==> src/rtl/conv_window_ctrl.sv <==
// Sequencing controller for a 3x3 convolution window fed by a two-line buffer chain.
// Latency: a window becomes valid on the edge after its bottom-right pixel is accepted.
// Backpressure: a held window with out_ready low stops pixel acceptance (in_ready low).
module conv_window_ctrl #(
    parameter int IMG_WIDTH  = 6,
    parameter int IMG_HEIGHT = 6
) (
    input  logic       clock,
    input  logic       reset,
    input  logic       start,
    input  logic       in_valid,
    output logic       in_ready,
    output logic       lb_wr_en,
    input  logic       out_ready,
    output logic       win_valid,
    output logic [9:0] win_col,
    output logic [9:0] win_row,
    output logic       busy,
    output logic       frame_done
);

    // Image dimensions must fit the 10-bit counters and leave room for a 3x3 window.
    if ((IMG_WIDTH < 3) || (IMG_WIDTH > 1024) || (IMG_HEIGHT < 3) || (IMG_HEIGHT > 1024)) begin : g_bad_params
        $error("conv_window_ctrl: IMG_WIDTH/IMG_HEIGHT must be within 3..1024");
    end

    typedef enum logic [1:0] {
        ST_IDLE,
        ST_FILL,
        ST_RUN,
        ST_FLUSH
    } state_t;

    localparam logic [9:0] COL_LAST = 10'(IMG_WIDTH - 1);
    localparam logic [9:0] ROW_LAST = 10'(IMG_HEIGHT - 1);

    state_t     state;
    logic [9:0] col;
    logic [9:0] row;
    logic       accept;
    logic       col_wrap;
    logic       win_load;
    logic       win_take;

    // Pixels flow only while filling/running and no window is stuck waiting downstream.
    assign in_ready = ((state == ST_FILL) || (state == ST_RUN)) && (!win_valid || out_ready);
    assign accept   = in_valid && in_ready;
    assign lb_wr_en = accept;
    assign busy     = (state != ST_IDLE);
    assign col_wrap = (col == COL_LAST);
    // Windows exist only once two full rows are buffered and the column reaches 2.
    assign win_load = accept && (state == ST_RUN) && (col >= 10'd2);
    assign win_take = win_valid && out_ready;

    // Frame FSM, pixel position counters and the frame completion pulse.
    always_ff @(posedge clock or posedge reset) begin
        if (reset) begin
            state      <= ST_IDLE;
            col        <= '0;
            row        <= '0;
            frame_done <= 1'b0;
        end else begin
            frame_done <= 1'b0;
            case (state)
                ST_IDLE: begin
                    if (start) begin
                        state <= ST_FILL;
                        col   <= '0;
                        row   <= '0;
                    end
                end
                ST_FILL: begin
                    if (accept && col_wrap && (row == 10'd1)) begin
                        state <= ST_RUN;
                    end
                end
                ST_RUN: begin
                    if (accept && col_wrap && (row == ROW_LAST)) begin
                        state <= ST_FLUSH;
                    end
                end
                ST_FLUSH: begin
                    // Leave once the final window has been taken (or if none is pending).
                    if (!win_valid || out_ready) begin
                        state      <= ST_IDLE;
                        frame_done <= 1'b1;
                    end
                end
                default: state <= ST_IDLE;
            endcase

            if (accept) begin
                if (col_wrap) begin
                    col <= '0;
                    row <= (row == ROW_LAST) ? 10'd0 : row + 10'd1;
                end else begin
                    col <= col + 10'd1;
                end
            end
        end
    end

    // Output window register: a new window load wins over the downstream take.
    always_ff @(posedge clock or posedge reset) begin
        if (reset) begin
            win_valid <= 1'b0;
            win_col   <= '0;
            win_row   <= '0;
        end else if (win_load) begin
            win_valid <= 1'b1;
            win_col   <= col;
            win_row   <= row;
        end else if (win_take) begin
            win_valid <= 1'b0;
        end
    end

endmodule

==> config.mk <==
export PLATFORM = sky130hd
export DESIGN_NAME = conv_window_ctrl
export DESIGN_NICKNAME = d
export VERILOG_FILES = /design/src/rtl/conv_window_ctrl.sv
export SDC_FILE = /design/constraint.sdc
export NUM_CORES = 1
export LEC_CHECK = 0
export BUFFER_PORTS_ARGS = -buffer_cell sky130_fd_sc_hd__buf_2
export CAP_MARGIN = 20
export CORE_MARGIN = 2
export CORE_UTILIZATION = 30
export CTS_CLUSTER_SIZE = 12
export DETAILED_ROUTE_END_ITERATION = 8
export MAX_ROUTING_LAYER = met4
export REMOVE_ABC_BUFFERS = 1
export SLEW_MARGIN = 5
export SYNTH_ARGS = -nofsm -noshare
export SYNTH_HDL_FRONTEND = slang
export SYNTH_SLANG_ARGS = --single-unit
export TNS_END_PERCENT = 30
==> constraint.sdc <==
create_clock -name clock -period 3.2 [get_ports clock]
set_input_delay 0.32 -clock clock [delete_from_list [all_inputs] [get_ports clock]]
set_output_delay 0.32 -clock clock [all_outputs]
set_load 0.03 [all_outputs]
==> results of run 1 <==
area by class of cell:
type                            instances  share of cell area
Clock inverter                          2            0.003935
Inverter                               13             0.01918
Multi-Input combinational cell        147              0.3999
Clock buffer                            6             0.03246
Tap cell                               99             0.04870
Timing Repair Buffer                   31             0.06296
Sequential cell                        44              0.4329
routing by layer:
| layer | up-vias | share of wire | global-route usage |
|---|---|---|---|
| met5 | - | 0 | - |
| met4 | 0 | 0.018 | 0.05563 |
| met3 | 7 | 0.035 | 0.02493 |
| met2 | 31 | 0.44 | 0.1919 |
| met1 | 800 | 0.51 | 0.1799 |
| li1 | 807 | - | - |
synth_stat cells, drive strengths merged, types with 3 or more instances:
cell type | n | area [µm²]
a21o | 3 | 22.52
nor2 | 8 | 30.03
o21ai | 23 | 115.1
and3 | 6 | 37.54
nor3 | 12 | 76.33
inv | 13 | 48.80
nor4 | 4 | 25.02
nand3 | 13 | 70.07
nand2 | 20 | 75.07
mux2 | 21 | 236.5
buf | 3 | 15.01
a21oi | 5 | 28.78
dfrtp | 44 | 1101
ha | 9 | 112.6
cells by family (layout without fill, tap and decap cells):
group | Yosys count | after routing | synth area share
and+or+nand+nor | 75 | 75 | 0.1874
AOI/OAI and AO/OA | 38 | 38 | 0.1011
xor gates and xnor gates | 3 | 3 | 0.01200
muxes | 22 | 22 | 0.1126
adders and majority gates | 9 | 9 | 0.05143
DFF | 44 | 44 | 0.5029
buffers and inverters | 18 | 52 | 0.03257
flip-flops by register name, summed over array words and instances (netlist names):
signal,cells
row,10
state,2
win_valid,1
win_col,10
frame_done,1
win_row,10
col,10
critical path, cell delays in order (launching register included):
cell,delay [ps]
dfrtp_1,380
inv_1,90
ha_1,350
nand3_2,220
inv_1,350
nand3_1,260
buf_4,290
mux2_2,290
report_power, final:
group	switching, W	total, W	internal (W)
clock	0.000190	0.000362	0.000172
sequential	0.0000838	0.000723	0.000639
combinational	0.000473	0.000715	0.000242
layout by cell type (no fill, tap or decap), types with 3 or more instances in the layout:
master and n:
a21o_1 3, clkbuf_8 6, dfrtp_1 44, a21oi_1 4, nand3_1 12, nor2_1 8
o21ai_0 23, nor4_1 4, and3_1 6, nor3_1 10, nand2_1 20, ha_1 9
mux2_2 20, buf_2 29, inv_1 12
path summary, 6_finish.rpt:
path / start / end / slack, ps / cells past startpoint
max in group asynchronous: reset / win_col[8]$_DFFE_PP0P_ / 2670 / 3
max reg2reg: state[0]$_DFFE_PP0P_ / win_col[1]$_DFFE_PP0P_ / 850 / 7
max: state[0]$_DFFE_PP0P_ / win_col[1]$_DFFE_PP0P_ / 850 / 7
min reg2reg: win_col[9]$_DFFE_PP0P_ / win_col[9]$_DFFE_PP0P_ / 500 / 1
min in group clock: out_ready / frame_done$_DFF_PP0_ / 270 / 3
min: reset / win_col[5]$_DFFE_PP0P_ / 150 / 3
per-stage QoR:
| step | worst slack, ps | instances | utilization | total power [W] |
|---|---|---|---|---|
| after global placement | 877.3 | 334 | 0.3416 | 0.001443 |
| after CTS | 816.9 | 342 | 0.3545 | 0.001819 |
| final | 851.9 | 342 | 0.3545 | 0.001800 |
| after detailed placement | 805.5 | 334 | 0.3416 | 0.001452 |
| after global routing | 648.2 | 342 | 0.3545 | 0.001935 |
| after floorplan | 720.4 | 204 | - | 0.001247 |
==> impl_table.tex, run 1 <==
\begin{tabular}{lr}
\hline
Metric & Value \\
\hline
\multicolumn{2}{l}{\textbf{Finish}} \\
Sequential Area & 1101 µm² \\
FILL cells & 738 \\
Finished Cell Area & 2544 µm² \\
Final net count & 256 \\
Share of final-layout standard cells stronger than drive strength 1 & 0.2675 \\
Area used by multi-input combinational logic & 1017 µm² \\
Diodes inserted & 0 \\
Post-synthesis to final-layout area growth & 16.17\% \\
\multicolumn{2}{l}{\textbf{Clocking}} \\
Clock Sinks & 44 \\
Cts hold-fix bufs & 0 \\
Number of buffers inserted to repair setup after CTS & 0 \\
Htree depth & 2 \\
Number of instances resized during post-cts repair & 0 \\
Clock latency at the later pin of the worst-skew pair & 300 ps \\
Number of CTS-inserted buffers & 5 \\
TritonCTS clock tree & done \\
Clock transition time at the flip-flop clock pins of the worst setup and hold paths & 90 ps \\
Clock Tree Root & clkbuf\_8 \\
Max clock buf depth & 2 \\
\multicolumn{2}{l}{\textbf{Global route}} \\
Number of antenna violations at the first check in global routing & 0 \\
Combined global-route utilization of all metal layers & 0.1319 \\
Via count of the first global-routing pass & 1625 \\
Final global-route overflow total & 0 \\
Wire length of the first global-routing pass & 7866 µm \\
Largest net degree at the start of global routing & 45 \\
\multicolumn{2}{l}{\textbf{Floorplanning}} \\
Cell row count & 31 \\
Area of the placeable core & 7176 µm² \\
Starting density of the core & 0.3051 \\
Vertical die dimension & 89.43 µm \\
Horiz. Die Dim & 89.43 µm \\
IO Count & 30 \\
Die footprint & 7998 µm² \\
\multicolumn{2}{l}{\textbf{Synth}} \\
Distinct cell type count of the synthesized netlist & 40 \\
Async S/R FF share, synth & 1.000 \\
Avg Cell Area, Syn & 10.48 µm² \\
Synthesized area & 2190 µm² \\
Most used DFF post-synth & dfrtp\_1 \\
Portion of the post-synthesis area used by sequential elements & 0.5029 \\
Post-synthesis instance total & 209 \\
FF+latch count, synth & 44 \\
Number of synthesis warnings & 0 \\
Count of flip-flops with a built-in enable after synthesis & 0 \\
\multicolumn{2}{l}{\textbf{Critical path}} \\
Type of the worst setup path & register to register \\
Type of destination of the critical path & register \\
Sort of element at the start of the critical path & register \\
Max FO, Critical Path & 17 \\
Critical Path RT & 3390 ps \\
Worst Path Arrival & 2540 ps \\
\multicolumn{2}{l}{\textbf{Timing}} \\
Timing-limited maximum frequency & 425.9 MHz \\
Pins Over Slew Limit & 0 \\
\# setup viols final & 0 \\
Crit path time final & 2348 ps \\
Final cycle utilization of the critical path & 0.7338 \\
Setup repair after global routing missed its margin & no \\
Slew HR & 0.5095 \\
Clock Skew & 7.534 ps \\
Worst-margin pin slew & 734.2 ps \\
Setup tns final & 0 ps \\
Tightest hold margin & 148.5 ps \\
Final hold viol count & 0 \\
\multicolumn{2}{l}{\textbf{Route}} \\
Remaining number of nets flagged by the antenna check after routing & 0 \\
Routed wire length & 4683 µm \\
Number of search-and-repair iterations in the first detailed-routing pass & 4 \\
Residual DRC & 0 \\
Vias per cell & 4.810 \\
Via count & 1645 \\
Drt wl/cell & 13.69 µm \\
Detailed router's first-iteration violation count & 93 \\
\multicolumn{2}{l}{\textbf{Pwr}} \\
Leakage & 1.251 nW \\
Worst ir drop on vdd & 0.0002069 V \\
PD cells & 707.5 nW/µm² \\
\multicolumn{2}{l}{\textbf{Outcome}} \\
Status & finished, final reports clean \\
\multicolumn{2}{l}{\textbf{Flow run}} \\
Max-cap violation count & 0 \\
\multicolumn{2}{l}{\textbf{Placed design}} \\
Post-DP HPWL & 3321 µm \\
Cell Area, Placed & 2451 µm² \\
Global placer's final weighted congestion & 0.8104 \\
Number of buffers added on ports & 29 \\
\multicolumn{2}{l}{\textbf{Min path}} \\
Type of the most critical hold path & input pin to asynchronous set/reset pin \\
\hline
\end{tabular}
(Power assumes the default switching activity.)
==> run 2: changes to the inputs <==
--- a/config.mk
+++ b/config.mk
@@ -5,6 +5,7 @@
 export SDC_FILE = /design/constraint.sdc
 export NUM_CORES = 1
 export LEC_CHECK = 0
+export ABC_AREA = 1
 export BUFFER_PORTS_ARGS = -buffer_cell sky130_fd_sc_hd__buf_2
 export CAP_MARGIN = 20
 export CORE_MARGIN = 2
==> constraint.sdc (replaced) <==
create_clock -name clock -period 2.2 [get_ports clock]
set_input_delay 0.22 -clock clock [delete_from_list [all_inputs] [get_ports clock]]
set_output_delay 0.22 -clock clock [all_outputs]
set_load 0.03 [all_outputs]
==> run 2 against run 1 <==
Hold slack better by 66 ps. Die area is 6.4% higher. Routed wire length is 1.5% lower. Critical path depth is 2 lower. Register-to-register slack worse by 400 ps. Clock skew hardly changed. Global-route usage is 1.2 points lower. Synthesized cell count is 26% higher. Core utilization is 0.67 points lower. Critical path type is now register to primary output. Critical endpoint is now lb_wr_en. Largest cell class unchanged.
==> impl_table.tex, run 2 <==
\begin{tabular}{lr}
\hline
Metric & Value \\
\hline
\multicolumn{2}{l}{\textbf{Outcome}} \\
Status & finished, final reports clean \\
\multicolumn{2}{l}{\textbf{Route}} \\
Detailed router's first-iteration violation count & 83 (-11\%) \\
Routed wire length & 4613 µm (-1.5\%) \\
Residual DRC & 0 (unchanged) \\
Drt wl/cell & 11.56 µm (-16\%) \\
Number of search-and-repair iterations in the first detailed-routing pass & 4 (unchanged) \\
Vias per cell & 4.429 (-7.9\%) \\
Remaining number of nets flagged by the antenna check after routing & 0 (unchanged) \\
Via count & 1767 (+7.4\%) \\
\multicolumn{2}{l}{\textbf{Synth}} \\
Async S/R FF share, synth & 1.000 (unchanged) \\
Number of synthesis warnings & 0 (unchanged) \\
Most used DFF post-synth & dfrtp\_1 \\
Top area cells in the synthesized netlist & dfrtp\_1 47\%, nand2\_1 9.2\%, o21ai\_0 5.6\% \\
Portion of the post-synthesis area used by sequential elements & 0.4711 (-0.03177) \\
Avg Cell Area, Syn & 8.887 µm² (-15\%) \\
Distinct cell type count of the synthesized netlist & 30 (-25\%) \\
Count of flip-flops with a built-in enable after synthesis & 0 (unchanged) \\
Synthesized area & 2337 µm² (+6.7\%) \\
Leading area contributor after synthesis & dfrtp\_1 \\
Yosys top cell area share & 0.4711 (-0.03177) \\
Most frequently used cell type in the post-synthesis netlist & nand2\_1 \\
Synth cell count leaders & 57 x nand2\_1, 44 x dfrtp\_1, 34 x inv\_1 \\
Post-synthesis instance total & 263 (+26\%) \\
FF+latch count, synth & 44 (unchanged) \\
\multicolumn{2}{l}{\textbf{Floorplanning}} \\
Starting density of the core & 0.3056 (+0.0004845) \\
Die footprint & 8513 µm² (+6.4\%) \\
Cell row count & 32 (+3.2\%) \\
Vertical die dimension & 92.27 µm (+3.2\%) \\
Horiz. Die Dim & 92.27 µm (+3.2\%) \\
IO Count & 30 (unchanged) \\
Area of the placeable core & 7647 µm² (+6.6\%) \\
\multicolumn{2}{l}{\textbf{Timing}} \\
Clock Skew & 7.291 ps (-0.2430 ps) \\
Slew HR & 0.5928 (+0.08335) \\
Final hold viol count & 0 (unchanged) \\
Setup tns final & 0 ps (unchanged) \\
Timing-limited maximum frequency & 519.1 MHz \\
Worst-margin pin slew & 607.0 ps (-127.2 ps) \\
\# setup viols final & 0 (unchanged) \\
Crit path time final & 1926 ps \\
Final worst slack & 273.7 ps (-578.1 ps) \\
Final cycle utilization of the critical path & 0.8756 \\
Pins Over Slew Limit & 0 (unchanged) \\
Setup repair after global routing missed its margin & no \\
\multicolumn{2}{l}{\textbf{Clocking}} \\
Clock Sinks & 44 (unchanged) \\
TritonCTS clock tree & done \\
Clock transition time at the flip-flop clock pins of the worst setup and hold paths & 80 ps (about the same) \\
Number of buffers inserted to repair setup after CTS & 0 (unchanged) \\
Htree depth & 2 (unchanged) \\
Clock Tree Root & clkbuf\_8 \\
Cts hold-fix bufs & 1 (+1) \\
Number of CTS-inserted buffers & 5 (unchanged) \\
Number of instances resized during post-cts repair & 0 (unchanged) \\
Clock latency at the later pin of the worst-skew pair & 300 ps (about the same) \\
Max clock buf depth & 2 (unchanged) \\
\multicolumn{2}{l}{\textbf{Placed design}} \\
Number of buffers added on ports & 29 (unchanged) \\
Post-Place Setup Slack & 423.8 ps (-381.7 ps) \\
Number of cells in the design after placement & 390 (+17\%) \\
Cell Area, Placed & 2557 µm² (+4.3\%) \\
Global placer's final weighted congestion & 0.8569 (+5.7\%) \\
Post-DP HPWL & 3432 µm (+3.3\%) \\
\multicolumn{2}{l}{\textbf{Critical path}} \\
Type of destination of the critical path & primary output \\
Type of the worst setup path & register to primary output \\
Longest individual stage delay on the worst path & 410 ps (+30 ps) \\
Worst Path Arrival & 1710 ps (-830 ps) \\
Critical Path RT & 1980 ps (-1410 ps) \\
Max FO, Critical Path & 6 (-11) \\
Cell chain of the critical path & inv\_1 -> ha\_1 -> and3\_1 -> buf\_4 -> buf\_2 \\
Buffers plus inverters on the worst setup path & 3 (unchanged) \\
CP top delay family & buffers and inverters \\
Sort of element at the start of the critical path & register \\
Slowest library cell on the worst path & dfrtp\_1 \\
\multicolumn{2}{l}{\textbf{Global route}} \\
Wire length of the first global-routing pass & 8024 µm (+2.0\%) \\
Number of antenna violations at the first check in global routing & 0 (unchanged) \\
Final global-route overflow total & 0 (unchanged) \\
Via count of the first global-routing pass & 1764 (+8.6\%) \\
Combined global-route utilization of all metal layers & 0.1197 (-0.01221) \\
Largest net degree at the start of global routing & 42 (-6.7\%) \\
\multicolumn{2}{l}{\textbf{Finish}} \\
Finished Cell Area & 2660 µm² (+4.6\%) \\
Most used cells in the layout excluding fill and tap cells & 57 x nand2\_1, 44 x dfrtp\_1, 33 x inv\_1, 29 x buf\_2, 26 x o21ai\_0 \\
Share of final-layout standard cells stronger than drive strength 1 & 0.2290 (-0.03853) \\
Final Non-Filler Cells & 399 (+17\%) \\
Post-synthesis to final-layout area growth & 13.81\% \\
Most common cell after layout, fill and taps aside & nand2\_1 \\
Diodes inserted & 0 (unchanged) \\
Final net count & 310 (+21\%) \\
\multicolumn{2}{l}{\textbf{Pwr}} \\
Worst ir drop on vdd & 0.0003401 V (+64\%) \\
Leakage & 1.289 nW (+3.0\%) \\
PD cells & 1163 nW/µm² (+64\%) \\
\multicolumn{2}{l}{\textbf{Min path}} \\
Type of the most critical hold path & input pin to register \\
\multicolumn{2}{l}{\textbf{Flow run}} \\
Max-cap violation count & 0 (unchanged) \\
\hline
\end{tabular}
[run 2: cell types whose count changed after synthesis, sizes merged, moves of 7 or more]
cell / delta
nand2: +43
mux2: -21
o22ai: +7
o21ai: +7
inv: +24
nor3: -8
nor2: +17
[run 2: stage by stage]
stage                     hold slack, ps  power, W    util
after CTS                          219.6  0.003138  0.3478
after global placement             235.8  0.002576  0.3344
final                              214.2  0.003093  0.3478
after global routing               242.9  0.003324  0.3478
after detailed placement           252.3  0.002602  0.3344
after floorplan                    410.6  0.002218       -
[run 2: worst paths after layout]
check	depth (start not counted)	from	endpoint	slack, ps
worst max-delay path	5	state[0]$_DFFE_PP0P_	lb_wr_en	270
worst min-delay path	4	out_ready	win_valid$_DFFE_PP0P_	210
worst max register to register	9	state[0]$_DFFE_PP0P_	state[1]$_DFFE_PP0P_	450
worst min register to register	2	win_col[9]$_DFFE_PP0P_	win_col[9]$_DFFE_PP0P_	480
max in group asynchronous	4	reset	win_row[2]$_DFFE_PP0P_	1010
min in group asynchronous	3	reset	win_col[3]$_DFFE_PP0P_	450
[run 2: logic make-up (layout without fill, tap and decap cells)]
kind of cell / after synthesis / after routing / share of synthesized area
fa+ha+maj: 9 / 9 / 0.04818
compound gates: 45 / 45 / 0.1188
buf+inv: 43 / 77 / 0.08833
xor+xnor: 6 / 6 / 0.02248
simple gates: 116 / 116 / 0.2511
flops: 44 / 44 / 0.4711
[run 2: routing by layer]
layer  part of all wire  global-route usage  vias up
met1               0.47              0.1457      825
met2               0.49              0.2016       29
met3              0.034             0.02794        5
li1                   -                   -      908
met5                  0                   -        -
met4             0.0078             0.02985        0
[run 2: final cells by class]
type | count | area [µm²]
clock buffer | 6 | 82.58
clock inverter | 2 | 10.01
sequential | 44 | 1101
fill | 816 | 4987
timing repair buffer | 32 | 170.2
multi-input combinational | 176 | 1030
tap | 102 | 127.6
inverter | 37 | 138.9
[run 2: worst register-to-register path: cells and delay by family, from the launching register on]
kind	cells	cell delay, ps
and+or+nand+nor	5	510
DFF	1	410
adders and majority gates	1	310
buffers and inverters	2	270
AOI/OAI and AO/OA	1	160
[run 2: where the power goes]
group	total [W]	internal, W	switching [W]
combinational	0.00142	0.000434	0.000986
clock	0.000526	0.000251	0.000276
sequential	0.00115	0.00100	0.000146
==> run 3: changes to the inputs <==
--- a/config.mk
+++ b/config.mk
@@ -13,6 +13,7 @@
 export CTS_CLUSTER_SIZE = 12
 export DETAILED_ROUTE_END_ITERATION = 8
 export MAX_ROUTING_LAYER = met4
+export PLACE_DENSITY = 0.56
 export REMOVE_ABC_BUFFERS = 1
 export SLEW_MARGIN = 5
 export SYNTH_ARGS = -nofsm -noshare
==> run 3 against run 2 <==
The flow now finishes with violations (negative hold slack). Sequential share of layout area rose by 0.078 points. Non-clock buffer count did not move. First-iteration DRC count fell by 14%. Sequential power barely moved. Critical endpoint unchanged. Largest cell class unchanged. Largest power group unchanged. Highest routed layer is now met3.
==> impl_table.tex, run 3 (synthesis gave the netlist of run 2 again) <==
\begin{tabular}{lr}
\hline
Metric & Value \\
\hline
\multicolumn{2}{l}{\textbf{Finish}} \\
Most used cells in the layout excluding fill and tap cells & 57 x nand2\_1, 44 x dfrtp\_1, 33 x inv\_1, 29 x buf\_2, 26 x o21ai\_0 \\
Diodes inserted & 0 (unchanged) \\
Sequential Area & 1101 µm² (unchanged) \\
Finished Cell Area & 2655 µm² (-0.19\%) \\
Most common cell after layout, fill and taps aside & nand2\_1 \\
FILL cells & 794 (-2.7\%) \\
Final net count & 310 (unchanged) \\
Area used by multi-input combinational logic & 1030 µm² (unchanged) \\
Share of final-layout standard cells stronger than drive strength 1 & 0.2256 (-0.003367) \\
Post-synthesis to final-layout area growth & 13.60\% \\
\multicolumn{2}{l}{\textbf{Clocking}} \\
Number of CTS-inserted buffers & 5 (unchanged) \\
Cts hold-fix bufs & 0 (-1) \\
Clock transition time at the flip-flop clock pins of the worst setup and hold paths & 80 ps (about the same) \\
Clock latency at the later pin of the worst-skew pair & 290 ps (about the same) \\
Number of instances resized during post-cts repair & 0 (unchanged) \\
Max clock buf depth & 2 (unchanged) \\
Clock Tree Root & clkbuf\_8 \\
TritonCTS clock tree & done \\
Htree depth & 2 (unchanged) \\
Number of buffers inserted to repair setup after CTS & 0 (unchanged) \\
Clock Sinks & 44 (unchanged) \\
\multicolumn{2}{l}{\textbf{Timing}} \\
Slew HR & 0.4033 (-0.1895) \\
Setup tns final & 0 ps (unchanged) \\
Crit path time final & 1909 ps (-17.40 ps) \\
Pins Over Slew Limit & 0 (unchanged) \\
Clock Skew & 7.879 ps (+0.5879 ps) \\
Worst-margin pin slew & 889.6 ps (+282.5 ps) \\
Final cycle utilization of the critical path & 0.8677 (-0.007907) \\
Timing-limited maximum frequency & 523.9 MHz (+0.91\%) \\
\# setup viols final & 0 (unchanged) \\
Setup repair after global routing missed its margin & no \\
Tightest hold margin & -3.278 ps (-217.5 ps) \\
Final hold viol count & 7 (+7) \\
\multicolumn{2}{l}{\textbf{Critical path}} \\
Critical Path RT & 1980 ps (about the same) \\
Buffers plus inverters on the worst setup path & 3 (unchanged) \\
Sort of element at the start of the critical path & register \\
Startpoint of the most critical setup path & state[0]\$\_DFFE\_PP0P\_ \\
Type of destination of the critical path & primary output \\
R2r startpoint & state[0]\$\_DFFE\_PP0P\_ \\
Endpoint of the worst-slack reg-to-reg timing path & state[0]\$\_DFFE\_PP0P\_ \\
Worst Path Arrival & 1690 ps (-20 ps) \\
Slowest library cell on the worst path & dfrtp\_1 \\
CP top delay family & buffers and inverters \\
Worst reg-to-reg path cell count & 9 (unchanged) \\
Type of the worst setup path & register to primary output \\
Cell chain of the critical path & inv\_1 -> ha\_1 -> and3\_1 -> buf\_4 -> buf\_2 \\
Worst path depth & 5 (unchanged) \\
Register-to-Register Setup Slack & 460 ps (about the same) \\
Longest individual stage delay on the worst path & 390 ps (-20 ps) \\
Max FO, Critical Path & 6 (unchanged) \\
\multicolumn{2}{l}{\textbf{Floorplanning}} \\
IO Count & 30 (unchanged) \\
Starting density of the core & 0.3056 (unchanged) \\
Cell row count & 32 (unchanged) \\
Area of the placeable core & 7647 µm² (unchanged) \\
Die footprint & 8513 µm² (unchanged) \\
Vertical die dimension & 92.27 µm (unchanged) \\
Horiz. Die Dim & 92.27 µm (unchanged) \\
\multicolumn{2}{l}{\textbf{Route}} \\
Remaining number of nets flagged by the antenna check after routing & 0 (unchanged) \\
Detailed router's first-iteration violation count & 71 (-14\%) \\
Residual DRC & 0 (unchanged) \\
Routed wire length & 4602 µm (-0.24\%) \\
Via count & 1740 (-1.5\%) \\
Number of search-and-repair iterations in the first detailed-routing pass & 4 (unchanged) \\
Vias per cell & 4.361 (-1.5\%) \\
Drt wl/cell & 11.53 µm (-0.24\%) \\
\multicolumn{2}{l}{\textbf{Placed design}} \\
Cell Area, Placed & 2565 µm² (+0.29\%) \\
Global placer's final weighted congestion & 0.7716 (-10\%) \\
Number of buffers added on ports & 29 (unchanged) \\
Post-DP HPWL & 3487 µm (+1.6\%) \\
\multicolumn{2}{l}{\textbf{Global route}} \\
Largest net degree at the start of global routing & 42 (unchanged) \\
Wire length of the first global-routing pass & 8017 µm (about the same) \\
Global-route track usage on met3 & 0.02794 (unchanged) \\
Number of antenna violations at the first check in global routing & 0 (unchanged) \\
Met2 track demand over resource in global routing & 0.2059 (+0.004289) \\
Fraction of met1 tracks used by global routing & 0.1453 (-0.0004433) \\
Via count of the first global-routing pass & 1701 (-3.6\%) \\
Final global-route overflow total & 0 (unchanged) \\
Combined global-route utilization of all metal layers & 0.1213 (+0.001634) \\
Global routing's busiest layer & met2 \\
\multicolumn{2}{l}{\textbf{Outcome}} \\
Status & finished with violations \\
Violated checks & negative hold slack \\
\multicolumn{2}{l}{\textbf{Pwr}} \\
Worst ir drop on vdd & 0.0003012 V (-11\%) \\
Overall power of the completed layout & 0.003078 W (-0.46\%) \\
Leakage & 1.285 nW (-0.37\%) \\
PD cells & 1159 nW/µm² (-0.27\%) \\
\multicolumn{2}{l}{\textbf{Flow run}} \\
Max-cap violation count & 0 (unchanged) \\
\multicolumn{2}{l}{\textbf{Min path}} \\
Type of the most critical hold path & input pin to asynchronous set/reset pin \\
\hline
\end{tabular}
[run 3: cell count changes in the layout (fill, tap and decap cells not counted)]
cell and change:
clkbuf_1 +2, clkinv_2 -2, buf_4 +1, dlygate4sd3_1 -1
[run 3: worst register-to-register path, cell delays in order, from the launching register on]
cell	delay, ps
dfrtp_1	390
inv_1	80
ha_1	310
and3_1	220
buf_4	190
nand2_4	80
o21ai_4	160
nand3_2	80
nand2_1	70
nand2_1	60
[run 3: layout make-up]
type / count / share of cell area
repair buffers: 32 / 0.06315
inverters: 37 / 0.05231
multi-input cells: 176 / 0.3878
well taps: 102 / 0.04807
clock buffers: 8 / 0.03393
flip-flops and latches: 44 / 0.4147
[run 3: per-layer routing]
layer,up-vias,share of wire
met1,807,0.47
met3,0,0.031
li1,909,-
met4,0,0
met5,-,0
met2,24,0.50
[run 3: how the worst max path moves through the flow]
stage	end	slack (ps)
after floorplan	win_col[0]$_DFFE_PP0P_	300
after CTS	lb_wr_en	260
after detailed placement	row[9]$_DFF_PP0_	440
final	lb_wr_en	290
after global placement	row[9]$_DFF_PP0_	490
after global routing	lb_wr_en	200
[run 3: through the flow]
step / cells / setup slack (ps) / hold WS [ps] / util
final: 399 / 291.1 / -3.278 / 0.3472
after global placement: 391 / 493.0 / 341.4 / 0.3354
after global routing: 399 / 195.6 / 54.53 / 0.3472
after CTS: 399 / 262.6 / 23.77 / 0.3472
after detailed placement: 391 / 443.8 / 342.0 / 0.3354
after floorplan: 257 / 296.9 / 410.6 / -
[run 3: where the power goes]
part	internal [W]	leakage [nW]	switching, W
registers	0.00100	0.604	0.000143
clock network	0.000256	0.0455	0.000259
logic	0.000435	0.635	0.000985
total	0.00169	1.28	0.00139
